File: src/rtl/slv_guard_rst_ctrl.sv
// Sequences the reset of a guarded AXI slave: isolate ports, pulse the slave reset,
// let it settle, then report completion to the guard until its request drops.
module slv_guard_rst_ctrl #(
    parameter int IsolateCycles = 4,
    parameter int RstCycles     = 8,
    parameter int RecoverCycles = 2,
    parameter int CntWidth      = 4
) (
    input  logic                clk_i,
    input  logic                rst_ni,
    input  logic                rst_req_i,
    output logic                rst_stat_o,
    output logic                slv_rst_no,
    output logic                isolate_o,
    output logic                busy_o,
    input  logic                clr_cnt_i,
    output logic [CntWidth-1:0] rst_cnt_o
);

    localparam int MaxIR  = (IsolateCycles > RstCycles) ? IsolateCycles : RstCycles;
    localparam int MaxCyc = (MaxIR > RecoverCycles) ? MaxIR : RecoverCycles;
    localparam int PhW    = (MaxCyc < 1) ? 1 : $clog2(MaxCyc + 1);

    // Phase counter holds "cycles remaining minus one"; leaving the phase happens at zero.
    localparam logic [PhW-1:0] IsoLd = PhW'((IsolateCycles > 0) ? IsolateCycles - 1 : 0);
    localparam logic [PhW-1:0] RstLd = PhW'((RstCycles > 0) ? RstCycles - 1 : 0);
    localparam logic [PhW-1:0] RecLd = PhW'((RecoverCycles > 0) ? RecoverCycles - 1 : 0);

    typedef enum logic [2:0] {
        IDLE    = 3'd0,
        ISOLATE = 3'd1,
        RESET   = 3'd2,
        RECOVER = 3'd3,
        DONE    = 3'd4
    } state_e;

    state_e              state_q, state_d;
    logic [PhW-1:0]      ph_q, ph_d;
    logic [CntWidth-1:0] cnt_q, cnt_d;
    logic                cnt_inc;

    always_ff @(posedge clk_i or negedge rst_ni) begin
        if (!rst_ni) begin
            state_q <= IDLE;
            ph_q    <= '0;
            cnt_q   <= '0;
        end else begin
            state_q <= state_d;
            ph_q    <= ph_d;
            cnt_q   <= cnt_d;
        end
    end

    always_comb begin
        state_d = state_q;
        ph_d    = ph_q;
        cnt_inc = 1'b0;
        unique case (state_q)
            IDLE: begin
                if (rst_req_i) begin
                    if (IsolateCycles > 0) begin
                        state_d = ISOLATE;
                        ph_d    = IsoLd;
                    end else begin
                        state_d = RESET;
                        ph_d    = RstLd;
                    end
                end
            end
            ISOLATE: begin
                if (ph_q == '0) begin
                    state_d = RESET;
                    ph_d    = RstLd;
                end else begin
                    ph_d = ph_q - PhW'(1);
                end
            end
            RESET: begin
                if (ph_q == '0) begin
                    cnt_inc = 1'b1;
                    if (RecoverCycles > 0) begin
                        state_d = RECOVER;
                        ph_d    = RecLd;
                    end else begin
                        state_d = DONE;
                        ph_d    = '0;
                    end
                end else begin
                    ph_d = ph_q - PhW'(1);
                end
            end
            RECOVER: begin
                if (ph_q == '0) begin
                    state_d = DONE;
                    ph_d    = '0;
                end else begin
                    ph_d = ph_q - PhW'(1);
                end
            end
            DONE: begin
                // Request level is ignored until here, so a started sequence always completes.
                if (!rst_req_i) begin
                    state_d = IDLE;
                end
            end
            default: begin
                state_d = IDLE;
                ph_d    = '0;
            end
        endcase
    end

    always_comb begin
        cnt_d = cnt_q;
        if (clr_cnt_i) begin
            cnt_d = '0;
        end else if (cnt_inc && (cnt_q != {CntWidth{1'b1}})) begin
            cnt_d = cnt_q + CntWidth'(1);
        end
    end

    assign rst_stat_o = (state_q == DONE);
    assign slv_rst_no = (state_q != RESET);
    assign isolate_o  = (state_q != IDLE);
    assign busy_o     = (state_q != IDLE);
    assign rst_cnt_o  = cnt_q;

endmodule

File: config.mk
export PLATFORM = sky130hd
export DESIGN_NAME = slv_guard_rst_ctrl
export DESIGN_NICKNAME = d
export VERILOG_FILES = /design/src/rtl/slv_guard_rst_ctrl.sv
export SDC_FILE = /design/constraint.sdc
export NUM_CORES = 1
export LEC_CHECK = 0
export ABC_AREA = 1
export BUFFER_PORTS_ARGS = -buffer_cell sky130_fd_sc_hd__buf_2
export CAP_MARGIN = 40
export CORE_AREA = 4 4 41 43
export DETAILED_ROUTE_END_ITERATION = 8
export DIE_AREA = 0 0 45 47
export GPL_ROUTABILITY_DRIVEN = 0
export HOLD_SLACK_MARGIN = 0.02
export PLACE_DENSITY = 0.79
export SLEW_MARGIN = 10
export SYNTH_ARGS = -nofsm -noshare
export SYNTH_HDL_FRONTEND = slang
export SYNTH_SLANG_ARGS = --single-unit
File: constraint.sdc
create_clock -name clk_i -period 1.55 [get_ports clk_i]
set_input_delay 0.0775 -clock clk_i [delete_from_list [all_inputs] [get_ports clk_i]]
set_output_delay 0.0775 -clock clk_i [all_outputs]
set_load 0.01 [all_outputs]
==> impl_metrics.json, run 1 <==
{
  "finalSetupViolations": 0,
  "synth_area_leader_cell": "dfrtp_1",
  "whs_endpoint": "state_q[2]",
  "postLayoutCoreUtil_pct": 58.17,
  "timing.critical_path.slowest_cell_delay_ns": 0.44,
  "highest_clock_rate_ghz": 0.7221,
  "grtUsageMet1_pct": 15.40,
  "criticalPathCategory": "flop to primary output",
  "clk-insertion-delay-late_ns": 0.26,
  "worst_pin_slew_ns": 0.4530,
  "cts_tree": "built",
  "met2_usage_pct": 24.01,
  "start_point_of_the_worst_hold_path": "rst_req_i",
  "grt_start_max_net_pins": 12,
  "critical_path_required_ns": 1.47,
  "r2r_start": "ph_q[0]",
  "detailed_place_hpwl_um": 984.3,
  "detailedRoute.firstPassIterationCount": 4,
  "via_count_of_the_first_global_routing_pass": 504,
  "synth.yosys.warnings": 0,
  "synth.ff_latch_count": 11,
  "seq_area_frac_synth_pct": 42.07,
  "wirelength_um": 1270,
  "cp_data_arrival_time_ns": 1.31,
  "synth.distinct_cells": 17,
  "timing.slew.headroom_pct": 69.48,
  "vdd.ir_drop.worst_mv": 0.7626,
  "die_area_sq_um": 2115,
  "setup.worst_path.end_class": "primary output",
  "antennaDiodeCount": 0,
  "area_delta_synth_final_pct": 15.68,
  "share_of_the_synthesized_area_in_the_top_cell_type_pct": 42.07,
  "power-per-cell-area_nw_per_um2": 2010,
  "first_iter_violations": 17,
  "placement_rows": 13,
  "whs_path_depth": 3,
  "total_leakage_power_nw": 0.4195,
  "floorplan.initialDensity_pct": 50.29,
  "critPathMaxFanout": 6,
  "worstPathCellList": "nor2_2 > inv_2 > nor2_1 > inv_1 > buf_2",
  "netlist_area_sq_um": 654.4,
  "status": "finished, final reports clean",
  "route.detailed.vias_per_inst": 5.085,
  "synth.avg_cell_area_sq_um": 7.436,
  "clock_tree.buffer_depth": 2,
  "start_kind": "flop",
  "detailroute.via_count": 600,
  "minimum_clock_period_ns": 1.385,
  "cts_inserted_buffers": 3,
  "post-layout-total-power_mw": 1.521,
  "nNetsFinal": 109,
  "maxSlewViolCount": 0,
  "cpLargestDelayFamily": "flip-flops",
  "rr_worst_depth": 8,
  "rr_endpoint": "ph_q[1]",
  "hold_class": "primary input to flop",
  "clkSinkCount": 11,
  "post_cts.repair.setup_buffers": 0,
  "fin_skew_ns": 0.0009036,
  "drc_errors": 0,
  "ys_top_cells_by_area": "dfrtp_1 (42%), nand2_1 (17%), nand3_1 (9.9%), inv_1 (4.6%), nor2_2 (3.8%)",
  "post_route_cells_drive_above_1_share_pct": 23.30,
  "most_used_routing_layer_in_global_routing": "met2",
  "die_h_um": 47,
  "placed_cell_area_sq_um": 720.7,
  "antenna_violations_before_repair": 0,
  "critPathSlowestCell": "dfrtp_1",
  "core-area_sq_um": 1301,
  "first_pass_grt_wire_length_um": 2049,
  "cp_num_buf_inv": 3,
  "groute.layer.met3.usage_pct": 3.448,
  "drt.antenna.violating_nets": 0,
  "final-hold-violation-count": 0,
  "grt.total_usage_pct": 13.94,
  "min_period_over_period_pct": 89.35,
  "die_x_um": 45,
  "register_clock_pin_slew_on_the_reported_worst_setup_and_hold_paths_ns": 0.07,
  "drv_cap": 0,
  "h-tree-depth": 1,
  "finish.instance_area_sq_um": 757.0,
  "clk_root_buffer_cell": "clkbuf_4",
  "port_buffers": 11,
  "setup_total_negative_slack_ns": 0,
  "rrSetupSlack_ns": 0.30,
  "overflow": 0,
  "postSynthCellCount": 88,
  "postSynthNetCount": 93,
  "route.detailed.wl_per_inst_um": 10.76,
  "io_pins": 12,
  "rsz0062_at_grt": "no"
}
[cells in the final DEF (no fill, tap or decap)]
| cell type | count |
|---|---|
| dlygate4sd3_1 | 1 |
| clkbuf_1 | 1 |
| nand3_1 | 13 |
| ha_1 | 1 |
| o21ai_1 | 2 |
| o21ai_0 | 3 |
| nand2_1 | 29 |
| nor2_1 | 6 |
| nor2_4 | 1 |
| dfrtp_1 | 11 |
| buf_2 | 11 |
| a21boi_0 | 1 |
| nand2_2 | 2 |
| nand2_4 | 2 |
| clkbuf_4 | 3 |
| nand3b_1 | 1 |
| inv_1 | 8 |
| nor2_2 | 4 |
| inv_2 | 1 |
| xor2_1 | 2 |
[flip-flops by register name, summed over array words and instances (netlist names)]
name       count
state_q        3
ph_q           4
rst_cnt_o      4
[cell families (layout without fill, tap and decap cells)]
kind of cell             count (synthesis)  count (layout)  share of synthesized area (%)
XOR/XNOR                                 2               2                          2.677
AND/OR/NAND/NOR                         58              58                          42.06
buffers and inverters                   10              25                          6.310
AO/OA/AOI/OAI                            6               6                          4.971
adder cells (fa/ha/maj)                  1               1                          1.912
flip-flops                              11              11                          42.06
[where the power goes]
| group | total (mW) | internal, mW | switching, mW |
|---|---|---|---|
| sequential | 0.525 | 0.393 | 0.132 |
| clock | 0.192 | 0.0994 | 0.0926 |
| combinational | 0.804 | 0.297 | 0.507 |
| total | 1.52 | 0.790 | 0.732 |
[cell type report]
cell class / count / area [sq um]
Fill cell: 130 / 544.3
Multi-Input combinational cell: 67 / 337.8
Sequential cell: 11 / 275.3
Timing Repair Buffer: 12 / 65.06
Inverter: 9 / 33.78
Clock buffer: 4 / 26.28
Tap cell: 15 / 18.77
[tightest hold or removal path: cells and delay by family]
kind                   cells  cell delay, ns
buffers and inverters      1            0.09
and+or+nand+nor            1            0.07
AOI/OAI and AO/OA          1            0.07
[metrics by stage]
| stage | hold slack (ns) | setup slack (ns) | instances |
|---|---|---|---|
| 2_1_floorplan | -0.2181 | 0.4113 | 88 |
| 3_3_place_gp | -0.03908 | 0.3229 | 113 |
| 3_5_place_dp | -0.03887 | 0.3020 | 113 |
| 4_1_cts | 0.06691 | 0.1496 | 118 |
| 5_1_grt | 0.06567 | 0.04459 | 118 |
| 6_report | 0.07945 | 0.1651 | 118 |
[cells in the mapped netlist]
library cell and n:
nand2_4 2, ha_1 1, nand2_2 2, nand2_1 29, nand3b_1 1, inv_1 8
nor2_2 4, dfrtp_1 11, buf_4 1, o21ai_1 2, inv_2 1, nor2_4 1
o21ai_0 3, nor2_1 6, xor2_1 2, nand3_1 13, a21boi_0 1
[worst max-delay path by stage]
stage | start | to | slack (ns) | cells after the start
after global placement | ph_q[1] | ph_q[1] | 0.32 | 8
after detailed placement | ph_q[0] | ph_q[1] | 0.30 | 8
after CTS | state_q[1] | busy_o | 0.15 | 5
after floorplan | state_q[1] | state_q[2] | 0.41 | 6
final | state_q[1] | busy_o | 0.17 | 5
after global routing | state_q[1] | isolate_o | 0.04 | 5
[metal layers]
metal / vias to the layer above / wire (um)
li1: 307 / -
met1: 275 / 555
met2: 16 / 623
met3: 2 / 79
met4: 0 / 12
met5: - / 0
[repair_timing]
item,4_1_cts,5_1_grt
resized for setup,0,0
endpoints found under the setup margin,0,0
endpoints found under the hold margin,11,0
hold buffers,1,0
Power figures use the tool's default switching activity.
==> inputs of run 2 (changes only) <==
--- a/config.mk
+++ b/config.mk
@@ -8,9 +8,9 @@
 export ABC_AREA = 1
 export BUFFER_PORTS_ARGS = -buffer_cell sky130_fd_sc_hd__buf_2
 export CAP_MARGIN = 40
-export CORE_AREA = 4 4 41 43
+export CORE_AREA = 2 2 39 41
 export DETAILED_ROUTE_END_ITERATION = 8
-export DIE_AREA = 0 0 45 47
+export DIE_AREA = 0 0 41 43
 export GPL_ROUTABILITY_DRIVEN = 0
 export HOLD_SLACK_MARGIN = 0.02
 export PLACE_DENSITY = 0.79
==> impl_metrics.json, run 2 (synthesis gave the netlist of run 1 again) <==
{
  "clkSinkCount": 11,
  "grt_start_max_net_pins": 12,
  "cts_inserted_buffers": 3,
  "die_area_sq_um": 1763,
  "drc_errors": 0,
  "detailedRoute.firstPassIterationCount": 5,
  "final-hold-violation-count": 0,
  "final_common_cell": "nand2_1",
  "finalSetupViolations": 0,
  "setup_total_negative_slack_ns": 0,
  "power-per-cell-area_nw_per_um2": 2001,
  "minimum_clock_period_ns": 1.389,
  "clk_root_buffer_cell": "clkbuf_4",
  "antennaDiodeCount": 0,
  "drv_cap": 0,
  "route.detailed.vias_per_inst": 4.916,
  "worst_pin_slew_ns": 0.4725,
  "fin_skew_ns": 0.0007318,
  "maxSlewViolCount": 0,
  "cts_tree": "built",
  "status": "finished, final reports clean",
  "route.detailed.wl_per_inst_um": 9.941,
  "rsz0062_at_grt": "no",
  "drt.antenna.violating_nets": 0,
  "first_pass_grt_wire_length_um": 1980,
  "total_leakage_power_nw": 0.4195,
  "io_pins": 12,
  "timing.slew.headroom_pct": 68.16,
  "area_delta_synth_final_pct": 15.87,
  "first_iter_violations": 8,
  "cp_data_arrival_time_ns": 1.31,
  "criticalPathCategory": "flop to primary output",
  "final_cell_mix": "nand2_1 (29), nand3_1 (13), buf_2 (11), dfrtp_1 (11), inv_1 (8)",
  "vdd.ir_drop.worst_mv": 0.8660,
  "setup.worst_path.end_class": "primary output",
  "placement_rows": 14,
  "stdcell_count": 119,
  "clk-insertion-delay-late_ns": 0.26,
  "min_period_over_period_pct": 89.63,
  "critPathSlowestCell": "dfrtp_1",
  "core-area_sq_um": 1384,
  "critical_path_required_ns": 1.47,
  "die_x_um": 41,
  "post_route_cells_drive_above_1_share_pct": 23.30,
  "antenna_violations_before_repair": 0,
  "register_clock_pin_slew_on_the_reported_worst_setup_and_hold_paths_ns": 0.06,
  "placed_cells": 114,
  "grt.total_usage_pct": 16.24,
  "detailroute.via_count": 585,
  "h-tree-depth": 1,
  "floorplan.initialDensity_pct": 47.29,
  "highest_clock_rate_ghz": 0.7198,
  "via_count_of_the_first_global_routing_pass": 502,
  "overflow": 0,
  "die_h_um": 43,
  "critPathMaxFanout": 6,
  "start_kind": "flop",
  "nFillCells": 144,
  "timing.critical_path.slowest_cell_delay_ns": 0.44,
  "hold_class": "primary input to flop",
  "worstPathCellList": "nor2_2 > inv_2 > nor2_1 > inv_1 > buf_2",
  "clock_tree.buffer_depth": 2,
  "port_buffers": 11,
  "detailed_place_hpwl_um": 968.5,
  "nNetsFinal": 109,
  "wirelength_um": 1183
}
## run 2: cell counts in the layout (fill, tap and decap cells not counted)
No cell type changed its count.
## run 2: stage by stage
stage	power [mW]	instance area [sq um]	hold WS (ns)	setup WS (ns)	util, %
floorplan	1.143	654.4	-0.2181	0.4113	-
global placement	1.315	721.9	-0.04085	0.3144	52.17
detailed placement	1.342	721.9	-0.04051	0.2936	52.17
CTS	1.533	758.2	0.08434	0.1605	54.79
global route	1.687	758.2	0.09551	0.01039	54.79
finish	1.517	758.2	0.08098	0.1607	54.79
## run 2: worst paths after layout
check                                 from      endpoint  slack (ns)  cells past startpoint
worst min register to register     ph_q[3]       ph_q[3]        0.53                      1
worst max-delay path            state_q[1]        busy_o        0.16                      5
worst max register to register     ph_q[1]       ph_q[1]        0.30                      8
max in group asynchronous           rst_ni       ph_q[3]        1.15                      2
worst min-delay path             clr_cnt_i  rst_cnt_o[3]        0.08                      4
min in group asynchronous           rst_ni    state_q[1]        0.20                      2
## run 2: area by class of cell
class	instances	area (sq um)	share of cell area, %
clock buffers	4	26.28	3.465
inverters	9	33.78	4.455
multi-input cells	67	337.8	44.55
flip-flops and latches	11	275.3	36.30
well taps	16	20.02	2.640
repair buffers	12	65.06	8.581
## run 2: repair_timing
item                                   CTS  global route
hold buffers                             1             0
resized for setup                        0             0
endpoints found under the hold margin   11             0
setup buffers                            0             0
## run 2: power by group
part / internal [mW] / switching (mW)
Sequential: 0.393 / 0.129
Combinational: 0.297 / 0.510
Clock: 0.0995 / 0.0881
## run 2: critical path: cells and delay by family, from the launching register on
family	cells	cell delay (ns)
simple gates	2	0.32
buf+inv	3	0.29
flops	1	0.44
## run 2: routing by layer
metal	vias up	routed length, um	share of wire, %	GRT usage [%]
li1	308	-	-	-
met1	262	558	47	22.45
met2	15	576	49	24.38
met3	0	48	4.1	3.141
met4	0	0	0	6.000
met5	-	0	0	0
